**src/rtl/reorder_buffer_if.sv**
```systemverilog
// Reorder buffer port bundle.
//   master : issue/writeback/query producer (front end, execution units, bench)
//   slave  : the reorder buffer itself
// Groups: issue (valid/rd/is_br/pred_taken/alt_pc -> stall/rob_id),
//         rename (set_dep_id/set_dep), writeback (wb_*), operand query (qry_*),
//         commit (set_value_*), flush (clear/clear_pc).
interface reorder_buffer_if #(parameter int ROB_INDEX_BIT = 3);
  logic                     issue_valid;
  logic [4:0]               issue_rd;
  logic                     issue_is_br;
  logic                     issue_pred_taken;
  logic [31:0]              issue_alt_pc;
  logic                     issue_stall;
  logic [ROB_INDEX_BIT-1:0] issue_rob_id;

  logic [4:0]               set_dep_id;
  logic [ROB_INDEX_BIT-1:0] set_dep;

  logic                     wb_valid;
  logic [ROB_INDEX_BIT-1:0] wb_rob_id;
  logic [31:0]              wb_value;
  logic                     wb_taken;

  logic [ROB_INDEX_BIT-1:0] qry_id1, qry_id2;
  logic                     qry_ready1, qry_ready2;
  logic [31:0]              qry_value1, qry_value2;

  logic [4:0]               set_value_id;
  logic [31:0]              set_value;
  logic [ROB_INDEX_BIT-1:0] set_value_rob_id;

  logic                     clear;
  logic [31:0]              clear_pc;

  modport master (
    output issue_valid, issue_rd, issue_is_br, issue_pred_taken, issue_alt_pc,
    input  issue_stall, issue_rob_id, set_dep_id, set_dep,
    output wb_valid, wb_rob_id, wb_value, wb_taken,
    output qry_id1, qry_id2,
    input  qry_ready1, qry_ready2, qry_value1, qry_value2,
    input  set_value_id, set_value, set_value_rob_id, clear, clear_pc
  );

  modport slave (
    input  issue_valid, issue_rd, issue_is_br, issue_pred_taken, issue_alt_pc,
    output issue_stall, issue_rob_id, set_dep_id, set_dep,
    input  wb_valid, wb_rob_id, wb_value, wb_taken,
    input  qry_id1, qry_id2,
    output qry_ready1, qry_ready2, qry_value1, qry_value2,
    output set_value_id, set_value, set_value_rob_id, clear, clear_pc
  );
endinterface

```
**src/rtl/reorder_buffer.sv**
```systemverilog
// Reorder buffer: circular queue of 2**ROB_INDEX_BIT in-flight instructions.
// Issues at tail, accepts out-of-order writebacks, retires in order from head
// (max one per cycle). A retiring mispredicted branch commits normally, drops
// every other entry and, one cycle later, pulses clear with the redirect PC.
// Ports:
//   clk_in  : clock
//   rst_in  : synchronous active-high reset
//   rdy_in  : global enable; all registered state frozen while low
//   rob     : reorder_buffer_if.slave bundle (issue, rename, wb, query, commit, flush)
module reorder_buffer #(
  parameter int ROB_INDEX_BIT = 3
) (
  input  logic             clk_in,
  input  logic             rst_in,
  input  logic             rdy_in,
  reorder_buffer_if.slave  rob
);
  localparam int DEPTH = 1 << ROB_INDEX_BIT;
  localparam logic [ROB_INDEX_BIT:0] FULL = DEPTH[ROB_INDEX_BIT:0];

  typedef logic [ROB_INDEX_BIT-1:0] idx_t;

  logic [DEPTH-1:0]       busy, ready, is_br, pred_taken, taken;
  logic [DEPTH-1:0][4:0]  rd;
  logic [DEPTH-1:0][31:0] value, alt_pc;

  idx_t                   head, tail;
  logic [ROB_INDEX_BIT:0] count;
  logic                   flush_pend;
  logic [31:0]            flush_pc;

  logic [4:0]             sv_id_q;
  logic [31:0]            sv_val_q;
  idx_t                   sv_rob_q;
  logic                   clear_q;
  logic [31:0]            clear_pc_q;

  logic stall, issue_acc, wb_acc, retire, mispredict;

  // Stall comes from registered state only; a retire this cycle frees its
  // slot for the next cycle. The clear cycle also refuses issue since the
  // redirected front end has not delivered anything yet.
  assign stall = (count == FULL) || flush_pend || clear_q;

  always_comb begin
    issue_acc  = rdy_in && rob.issue_valid && !stall;
    wb_acc     = rdy_in && rob.wb_valid && !flush_pend && !clear_q && busy[rob.wb_rob_id];
    retire     = rdy_in && busy[head] && ready[head];
    mispredict = retire && is_br[head] && (taken[head] != pred_taken[head]);
  end

  assign rob.issue_stall      = stall;
  assign rob.issue_rob_id     = tail;
  assign rob.set_dep          = tail;
  assign rob.set_dep_id       = issue_acc ? rob.issue_rd : 5'd0;
  assign rob.set_value_id     = sv_id_q;
  assign rob.set_value        = sv_val_q;
  assign rob.set_value_rob_id = sv_rob_q;
  assign rob.clear            = clear_q;
  assign rob.clear_pc         = clear_pc_q;

  // Operand lookup with same-cycle writeback bypass.
  always_comb begin
    rob.qry_ready1 = busy[rob.qry_id1] && ready[rob.qry_id1];
    rob.qry_value1 = value[rob.qry_id1];
    rob.qry_ready2 = busy[rob.qry_id2] && ready[rob.qry_id2];
    rob.qry_value2 = value[rob.qry_id2];
    if (rob.wb_valid && rob.wb_rob_id == rob.qry_id1) begin
      rob.qry_ready1 = 1'b1;
      rob.qry_value1 = rob.wb_value;
    end
    if (rob.wb_valid && rob.wb_rob_id == rob.qry_id2) begin
      rob.qry_ready2 = 1'b1;
      rob.qry_value2 = rob.wb_value;
    end
  end

  always_ff @(posedge clk_in) begin
    if (rst_in) begin
      busy       <= '0;
      ready      <= '0;
      head       <= '0;
      tail       <= '0;
      count      <= '0;
      flush_pend <= 1'b0;
      flush_pc   <= '0;
      sv_id_q    <= '0;
      sv_val_q   <= '0;
      sv_rob_q   <= '0;
      clear_q    <= 1'b0;
      clear_pc_q <= '0;
    end else if (rdy_in) begin
      // Commit outputs are a one-cycle pulse following each retire.
      sv_id_q  <= retire ? rd[head]    : 5'd0;
      sv_val_q <= retire ? value[head] : 32'd0;
      sv_rob_q <= retire ? head        : '0;

      // Flush is two-phase: commit cycle first, then the clear pulse.
      clear_q    <= flush_pend;
      clear_pc_q <= flush_pend ? flush_pc : 32'd0;
      if (flush_pend) flush_pend <= 1'b0;

      if (issue_acc) begin
        busy[tail]       <= 1'b1;
        ready[tail]      <= 1'b0;
        rd[tail]         <= rob.issue_rd;
        is_br[tail]      <= rob.issue_is_br;
        pred_taken[tail] <= rob.issue_pred_taken;
        alt_pc[tail]     <= rob.issue_alt_pc;
        tail             <= tail + 1'b1;
      end

      if (wb_acc) begin
        ready[rob.wb_rob_id] <= 1'b1;
        value[rob.wb_rob_id] <= rob.wb_value;
        taken[rob.wb_rob_id] <= rob.wb_taken;
      end

      if (retire) begin
        busy[head] <= 1'b0;
        head       <= head + 1'b1;
      end

      unique case ({issue_acc, retire})
        2'b10:   count <= count + 1'b1;
        2'b01:   count <= count - 1'b1;
        default: count <= count;
      endcase

      // Placed last so it overrides any same-cycle issue/wb/retire updates.
      if (mispredict) begin
        busy       <= '0;
        ready      <= '0;
        head       <= '0;
        tail       <= '0;
        count      <= '0;
        flush_pend <= 1'b1;
        flush_pc   <= alt_pc[head];
      end
    end
  end
endmodule

```
**src/flat_wrapper.sv**
```systemverilog
// flat-port wrapper written by rule: the top's interface ports become plain ports
module reorder_buffer_flat 
#(
  parameter int ROB_INDEX_BIT = 3
)
  (clk_in, rst_in, rdy_in, rob_issue_valid, rob_issue_rd, rob_issue_is_br, rob_issue_pred_taken, rob_issue_alt_pc, rob_issue_stall, rob_issue_rob_id, rob_set_dep_id, rob_set_dep, rob_wb_valid, rob_wb_rob_id, rob_wb_value, rob_wb_taken, rob_qry_id1, rob_qry_id2, rob_qry_ready1, rob_qry_ready2, rob_qry_value1, rob_qry_value2, rob_set_value_id, rob_set_value, rob_set_value_rob_id, rob_clear, rob_clear_pc);
  reorder_buffer_if #(.ROB_INDEX_BIT(ROB_INDEX_BIT)) rob_i ();
  input  logic clk_in;
  input  logic rst_in;
  input  logic rdy_in;
  input wire logic [$bits(rob_i.issue_valid)-1:0] rob_issue_valid;
  input wire logic [$bits(rob_i.issue_rd)-1:0] rob_issue_rd;
  input wire logic [$bits(rob_i.issue_is_br)-1:0] rob_issue_is_br;
  input wire logic [$bits(rob_i.issue_pred_taken)-1:0] rob_issue_pred_taken;
  input wire logic [$bits(rob_i.issue_alt_pc)-1:0] rob_issue_alt_pc;
  output wire logic [$bits(rob_i.issue_stall)-1:0] rob_issue_stall;
  output wire logic [$bits(rob_i.issue_rob_id)-1:0] rob_issue_rob_id;
  output wire logic [$bits(rob_i.set_dep_id)-1:0] rob_set_dep_id;
  output wire logic [$bits(rob_i.set_dep)-1:0] rob_set_dep;
  input wire logic [$bits(rob_i.wb_valid)-1:0] rob_wb_valid;
  input wire logic [$bits(rob_i.wb_rob_id)-1:0] rob_wb_rob_id;
  input wire logic [$bits(rob_i.wb_value)-1:0] rob_wb_value;
  input wire logic [$bits(rob_i.wb_taken)-1:0] rob_wb_taken;
  input wire logic [$bits(rob_i.qry_id1)-1:0] rob_qry_id1;
  input wire logic [$bits(rob_i.qry_id2)-1:0] rob_qry_id2;
  output wire logic [$bits(rob_i.qry_ready1)-1:0] rob_qry_ready1;
  output wire logic [$bits(rob_i.qry_ready2)-1:0] rob_qry_ready2;
  output wire logic [$bits(rob_i.qry_value1)-1:0] rob_qry_value1;
  output wire logic [$bits(rob_i.qry_value2)-1:0] rob_qry_value2;
  output wire logic [$bits(rob_i.set_value_id)-1:0] rob_set_value_id;
  output wire logic [$bits(rob_i.set_value)-1:0] rob_set_value;
  output wire logic [$bits(rob_i.set_value_rob_id)-1:0] rob_set_value_rob_id;
  output wire logic [$bits(rob_i.clear)-1:0] rob_clear;
  output wire logic [$bits(rob_i.clear_pc)-1:0] rob_clear_pc;
  assign rob_i.issue_valid = rob_issue_valid;
  assign rob_i.issue_rd = rob_issue_rd;
  assign rob_i.issue_is_br = rob_issue_is_br;
  assign rob_i.issue_pred_taken = rob_issue_pred_taken;
  assign rob_i.issue_alt_pc = rob_issue_alt_pc;
  assign rob_issue_stall = rob_i.issue_stall;
  assign rob_issue_rob_id = rob_i.issue_rob_id;
  assign rob_set_dep_id = rob_i.set_dep_id;
  assign rob_set_dep = rob_i.set_dep;
  assign rob_i.wb_valid = rob_wb_valid;
  assign rob_i.wb_rob_id = rob_wb_rob_id;
  assign rob_i.wb_value = rob_wb_value;
  assign rob_i.wb_taken = rob_wb_taken;
  assign rob_i.qry_id1 = rob_qry_id1;
  assign rob_i.qry_id2 = rob_qry_id2;
  assign rob_qry_ready1 = rob_i.qry_ready1;
  assign rob_qry_ready2 = rob_i.qry_ready2;
  assign rob_qry_value1 = rob_i.qry_value1;
  assign rob_qry_value2 = rob_i.qry_value2;
  assign rob_set_value_id = rob_i.set_value_id;
  assign rob_set_value = rob_i.set_value;
  assign rob_set_value_rob_id = rob_i.set_value_rob_id;
  assign rob_clear = rob_i.clear;
  assign rob_clear_pc = rob_i.clear_pc;
  reorder_buffer #(.ROB_INDEX_BIT(ROB_INDEX_BIT)) u_core (.clk_in(clk_in), .rst_in(rst_in), .rdy_in(rdy_in), .rob(rob_i));
endmodule
```
**config.mk**
```make
export PLATFORM = sky130hd
export DESIGN_NAME = reorder_buffer_flat
export DESIGN_NICKNAME = d
export VERILOG_FILES = /design/src/rtl/reorder_buffer_if.sv /design/src/rtl/reorder_buffer.sv /design/src/flat_wrapper.sv
export SDC_FILE = /design/constraint.sdc
export NUM_CORES = 1
export LEC_CHECK = 0
export BUFFER_PORTS_ARGS = -buffer_cell sky130_fd_sc_hd__buf_2
export CAP_MARGIN = 20
export CORE_UTILIZATION = 40
export CTS_CLUSTER_DIAMETER = 150
export DETAILED_ROUTE_END_ITERATION = 8
export PLACE_DENSITY = 0.57
export SLEW_MARGIN = 30
export SYNTH_ARGS = -nofsm -noshare
export SYNTH_HDL_FRONTEND = slang
export SYNTH_SLANG_ARGS = --single-unit
```
**constraint.sdc**
```tcl
create_clock -name clk_in -period 16.85 [get_ports clk_in]
set_input_delay 1.685 -clock clk_in [delete_from_list [all_inputs] [get_ports clk_in]]
set_output_delay 1.685 -clock clk_in [all_outputs]
set_load 0.05 [all_outputs]
```
# Word-level counts from Yosys, hierarchy flattened
# Index checks and enable logic that the tools add are counted.
dict set report totals {
  elab_cells 169
  out_inout_bits 151
  regBits 708
}
dict set report op_classes {
  order_cmp 8
  n_eq_ne 6
  n_addsub 4
  muxes 74
  bitwise_logic 7
  reduce_logical 31
}
# cell n
set op_table {}
lappend op_table {{$bwmux 256} 2}
lappend op_table {{$bmux 32 s3} 4}
lappend op_table {{$mux 32} 10}
lappend op_table {{$demux 32 s3} 2}
lappend op_table {{$mux 8} 10}
lappend op_table {{$bwmux 40} 1}
lappend op_table {{$bmux 1 s3} 10}
lappend op_table {{$bwmux 8} 3}
lappend op_table {{$lt 3x4->1 const B} 5}
lappend op_table {{$mux 5} 4}
lappend op_table {{$logic_and 1x1->1} 17}
lappend op_table {{$and 8x8->8} 2}
lappend op_table {{$mux 1} 16}
lappend op_table {{$not 8->8} 2}
lappend op_table {{$or 8x8->8} 2}
lappend op_table {{$bmux 5 s3} 1}
lappend op_table {{$demux 5 s3} 1}
lappend op_table {{$mux 3} 5}
lappend op_table {{$demux 1 s3} 3}
lappend op_table {{$ge 3x1->1 const B} 3}
lappend op_table {{$pmux 4 s2} 1}
lappend op_table {{$reduce_and 2->1} 4}
lappend op_table {{$add 3x1->3 const B} 2}
lappend op_table {{$eq 3x3->1} 2}
lappend op_table {{13 further kinds} 18}

# Depth between registers and ports, before layout
dict set report logic_depth {
  ltp_word 12
  ltp_mapped 15
}

# Worst setup path before layout
# Ideal clock, no wire load.
dict set report synth_timing {
  path_type {input to register}
  start {input port rdy_in}
  end {register u_core.alt_pc[128] (netlist bit), enable pin}
  arrival_ps 6468
  required_time_ps 16316
  n_path_buf 2
  setup_time_ps 534
  path_slack_ps 9848
  path_stages 6
  path_cell_list {buf_2 -> nor3b_1 -> and3_1 -> clkbuf_1 -> nand2_1 -> nor4_1}
}
dict set report synth_between {
  elab_chain_cells 3
}
# element line
set synth_rtl {}
lappend synth_rtl {{start: declaration} flat_wrapper.sv:10} ;# input logic rdy_in;
lappend synth_rtl {{$logic_and 1x1->1 (2 in series)} reorder_buffer.sv:46} ;# issue_acc = rdy_in && rob.issue_valid && !stall;
lappend synth_rtl {{$reduce_and 3->1 (no source line) (*)} n/a}
lappend synth_rtl {{end signal: indexed assignment} reorder_buffer.sv:109} ;# alt_pc[tail] <= rob.issue_alt_pc;
lappend synth_rtl {{end: declaration} reorder_buffer.sv:25} ;# logic [DEPTH-1:0][31:0] value, alt_pc;
# Every way passes the cells marked *; elsewhere a longest branch is shown, timed or not.
# A chain may end at the register's enable or synchronous reset.

# Worst setup path in the final report
dict set report layout_timing {
  start {input port rdy_in}
  end {output port rob_set_dep_id[3]}
}
dict set report layout_between {
  elab_chain_cells 3
}
# element line
set layout_rtl {}
lappend layout_rtl {{$logic_and 1x1->1 (2 in series)} reorder_buffer.sv:46}
lappend layout_rtl {{$mux 5} reorder_buffer.sv:55} ;# assign rob.set_dep_id = issue_acc ? rob.issue_rd : 5'd0;
lappend layout_rtl {{end: declaration} flat_wrapper.sv:18} ;# output wire logic [$bits(rob_i.set_dep_id)-1:0] rob_set_dep_id;
# Every way passes these cells.

==> flow_metrics.env <==
export IMPL_worstMarginPinSlew_ns=0.9354
export IMPL_drt_iter0_drc=1523
export IMPL_fillers=6626
export IMPL_placement_io_buffers=236
export IMPL_result_of_the_run="complete, no violations"
export IMPL_synthDistinctLibCells=52
export IMPL_finalCriticalPeriod_ns=6.047
export IMPL_power_leakage_nw=12.25
export IMPL_postCtsHoldBufs=0
export IMPL_vias=18940
export IMPL_netlist_area_leader_share_pct=55.17
export IMPL_die_width_um=282.0
export IMPL_global_route_wire_length_before_repair_um=125800
export IMPL_place_inst=3093
export IMPL_place_ws_ns=10.57
export IMPL_antenna_found_initial=9
export IMPL_cts_tree="built"
export IMPL_path_clk_slew_ns=0.06
export IMPL_max_cap_violations=0
export IMPL_yosys_warnings=0
export IMPL_holdCritPathClass="reg2reg"
export IMPL_timing_critical_path_from_type="primary input"
export IMPL_place_detailed_hpwl_um=47880
export IMPL_rsz_0062_raised_after_global_routing="false"
export IMPL_setup_worst_path_class="in2out"
export IMPL_worst_slew_margin_pct=37.64
export IMPL_setup_viol_count_final=0
export IMPL_ir_drop_uv=78.32
export IMPL_start_util_pct=40.47
export IMPL_post_route_setup_slack_ns=10.80
export IMPL_cts_root_buf="sky130_fd_sc_hd__clkbuf_16"
export IMPL_postSynthNetCount=2026
export IMPL_cts_resized=0
export IMPL_slowest_delay_ns=0.83
export IMPL_numCtsBuffers=78
export IMPL_route_detailed_wl_per_inst_um=26.53
export IMPL_worst_path_max_fanout=29
export IMPL_grt_overflow_total=0
export IMPL_clock_tree_htree_level_count=3
export IMPL_total_area_of_multi_input_combinational_cells_um2=10830
export IMPL_cts_sinks=708
export IMPL_critPathMostFrequentCell="sky130_fd_sc_hd__buf_2"
export IMPL_drt_wl_total_um=85940
export IMPL_dr_pass1_iters=5
export IMPL_postCtsSetupBuffers=0
export IMPL_floorplan_core_area_um2=77470
export IMPL_setup_tns_final_ns=0
export IMPL_crit_path_top_delay_cell="sky130_fd_sc_hd__and3_1"
export IMPL_clock_insertion_delay_worst_skew_ns=0.63
export IMPL_register_bit_total_from_synthesis=708
export IMPL_postSynth_asyncResetShare_pct=0
export IMPL_final_cell_count_no_fill=3239
export IMPL_synth_edff_count=576
export IMPL_postSynthAreaPerCell_um2=16.21
export IMPL_yosysSeqAreaShare_pct=63.60
export IMPL_drt_drc=0
export IMPL_synth_top_cells_by_area="sky130_fd_sc_hd__edfxtp_1, sky130_fd_sc_hd__mux4_2, sky130_fd_sc_hd__dfxtp_1, sky130_fd_sc_hd__mux2i_1, sky130_fd_sc_hd__a21oi_1"
export IMPL_floorplan_die_height_um=282.0
export IMPL_drt_vias_per_instance=5.848
export IMPL_power_density_cell_area_nw_per_um2=107.4
export IMPL_top_level_ports=237
export IMPL_worstSetupEndpointType="primary output"
export IMPL_globalplace_congestion=0.8204
export IMPL_register_area_um2=19950
export IMPL_flow_area_growth_from_synthesis_pct=15.84
export IMPL_fin_skew_ns=0.02768
export IMPL_synth_largest_area_cell="sky130_fd_sc_hd__edfxtp_1"
export IMPL_clk_path_buf_depth=3
export IMPL_synthCells=1934
export IMPL_utilization_of_the_core_after_routing_pct=46.88
export IMPL_crit_path_cell_trace="buf_2 > nor3b_1 > and3_1 > and2_1 > buf_2"
export IMPL_syn_area_um2=31350
export IMPL_first_global_vias=18970
export IMPL_critical_path_required_ns=15.16
export IMPL_final_net_count=2225
export IMPL_final_hold_violation_count=0
export IMPL_crit_arrival_ns=4.36
export IMPL_timing_max_transition_violations_final=0
export IMPL_achievable_frequency_ghz=0.1654
export IMPL_grt_max_degree=78
export IMPL_ys_dominant_reg_cell="sky130_fd_sc_hd__edfxtp_1"
export IMPL_final_min_period_over_clock_period_pct=35.88
export IMPL_fp_dieArea_um2=79500
export IMPL_route_antenna_remaining_nets=0
export IMPL_core_rowCount=102
export IMPL_overall_routing_resource_usage_pct=21.57
export IMPL_hold_ws_ns=0.4611
export IMPL_drive_gt1_share_pct=31.98
[cell usage after synthesis (all sizes together) (11+ instances only)]
cell type  instances
a21oi            138
nor2             150
mux2i             98
a311oi            32
o211ai            11
mux4             274
a22oi             52
dfxtp            132
nand3             34
edfxtp           576
nor3              13
buf               75
clkbuf            82
nand2            169
[per-layer routing]
layer  vias to the layer above  track usage (%)  wire length, um
li1                       8151                -                -
met1                      9917            28.48            34850
met2                       740            36.06            43110
met3                       121            4.342             6285
met4                        14            6.187             1593
met5                         -                0               94
[metrics by stage]
| stage | cell area [um2] | power [mW] |
|---|---|---|
| floorplan | 31350 | 2.094 |
| global placement | 33600 | 2.173 |
| detailed placement | 33610 | 2.177 |
| CTS | 36310 | 3.939 |
| global route | 36310 | 4.021 |
| finish | 36320 | 3.901 |
[registers in the layout, summed over array words and instances, names as in the netlist, 4 cells and up]
register                 cells
u_core.rob.set_value        32
u_core.count                 4
u_core.rob.clear_pc         32
u_core.alt_pc              256
u_core.rob.set_value_id      5
u_core.ready                 8
u_core.taken                 8
u_core.pred_taken            8
u_core.busy                  8
u_core.rd                   40
u_core.value               256
u_core.is_br                 8
u_core.flush_pc             32
[power by group]
| group | internal [mW] | switching [mW] |
|---|---|---|
| logic | 0.0692 | 0.172 |
| registers | 1.89 | 0.00367 |
| clock network | 1.05 | 0.708 |
| total | 3.02 | 0.883 |
[layout by cell type, fill, tap and decap left out, types with 34 or more instances in the layout]
| master | instances |
|---|---|
| sky130_fd_sc_hd__buf_2 | 233 |
| sky130_fd_sc_hd__clkbuf_16 | 84 |
| sky130_fd_sc_hd__a21oi_1 | 137 |
| sky130_fd_sc_hd__dfxtp_1 | 129 |
| sky130_fd_sc_hd__nand2_1 | 169 |
| sky130_fd_sc_hd__nand3_1 | 34 |
| sky130_fd_sc_hd__buf_4 | 40 |
| sky130_fd_sc_hd__mux4_2 | 274 |
| sky130_fd_sc_hd__nor2_1 | 141 |
| sky130_fd_sc_hd__a22oi_1 | 52 |
| sky130_fd_sc_hd__edfxtp_1 | 576 |
| sky130_fd_sc_hd__mux2i_1 | 98 |
[area by class of cell]
type | instances | share of cell area [%]
Antenna cell | 4 | 0.02756
Timing Repair Buffer | 276 | 4.131
Multi-Input combinational cell | 1061 | 29.81
Clock inverter | 34 | 1.085
Sequential cell | 708 | 54.93
Clock buffer | 108 | 6.339
Inverter | 8 | 0.08613
Tap cell | 1040 | 3.583
[final timing paths]
path                      startpoint                       to  slack, ns  cells past startpoint
max                           rdy_in        rob_set_dep_id[3]      10.80                      5
min          u_core.rob.clear_pc[11]  u_core.rob.clear_pc[11]       0.46                      2
max reg2reg           u_core.head[0]          u_core.count[3]      11.91                     13
min reg2reg  u_core.rob.clear_pc[11]  u_core.rob.clear_pc[11]       0.46                      2
[critical path: cells and delay by family]
family | cells | cell delay [ns]
AND/OR/NAND/NOR | 3 | 1.83
buffers and inverters | 2 | 0.83
[logic make-up (layout without fill, tap and decap cells)]
| family | after synthesis | count (layout) | share of synthesized area, % |
|---|---|---|---|
| flops | 708 | 708 | 63.60 |
| fa+ha+maj | 6 | 6 | 0.2395 |
| compound gates | 263 | 263 | 5.304 |
| simple gates | 405 | 405 | 5.388 |
| other cells | 0 | 4 | 0 |
| buf+inv | 165 | 426 | 2.219 |
| xor+xnor | 13 | 13 | 0.3632 |
| mux | 374 | 374 | 22.88 |
No activity file was read; power rests on OpenSTA's default activity.
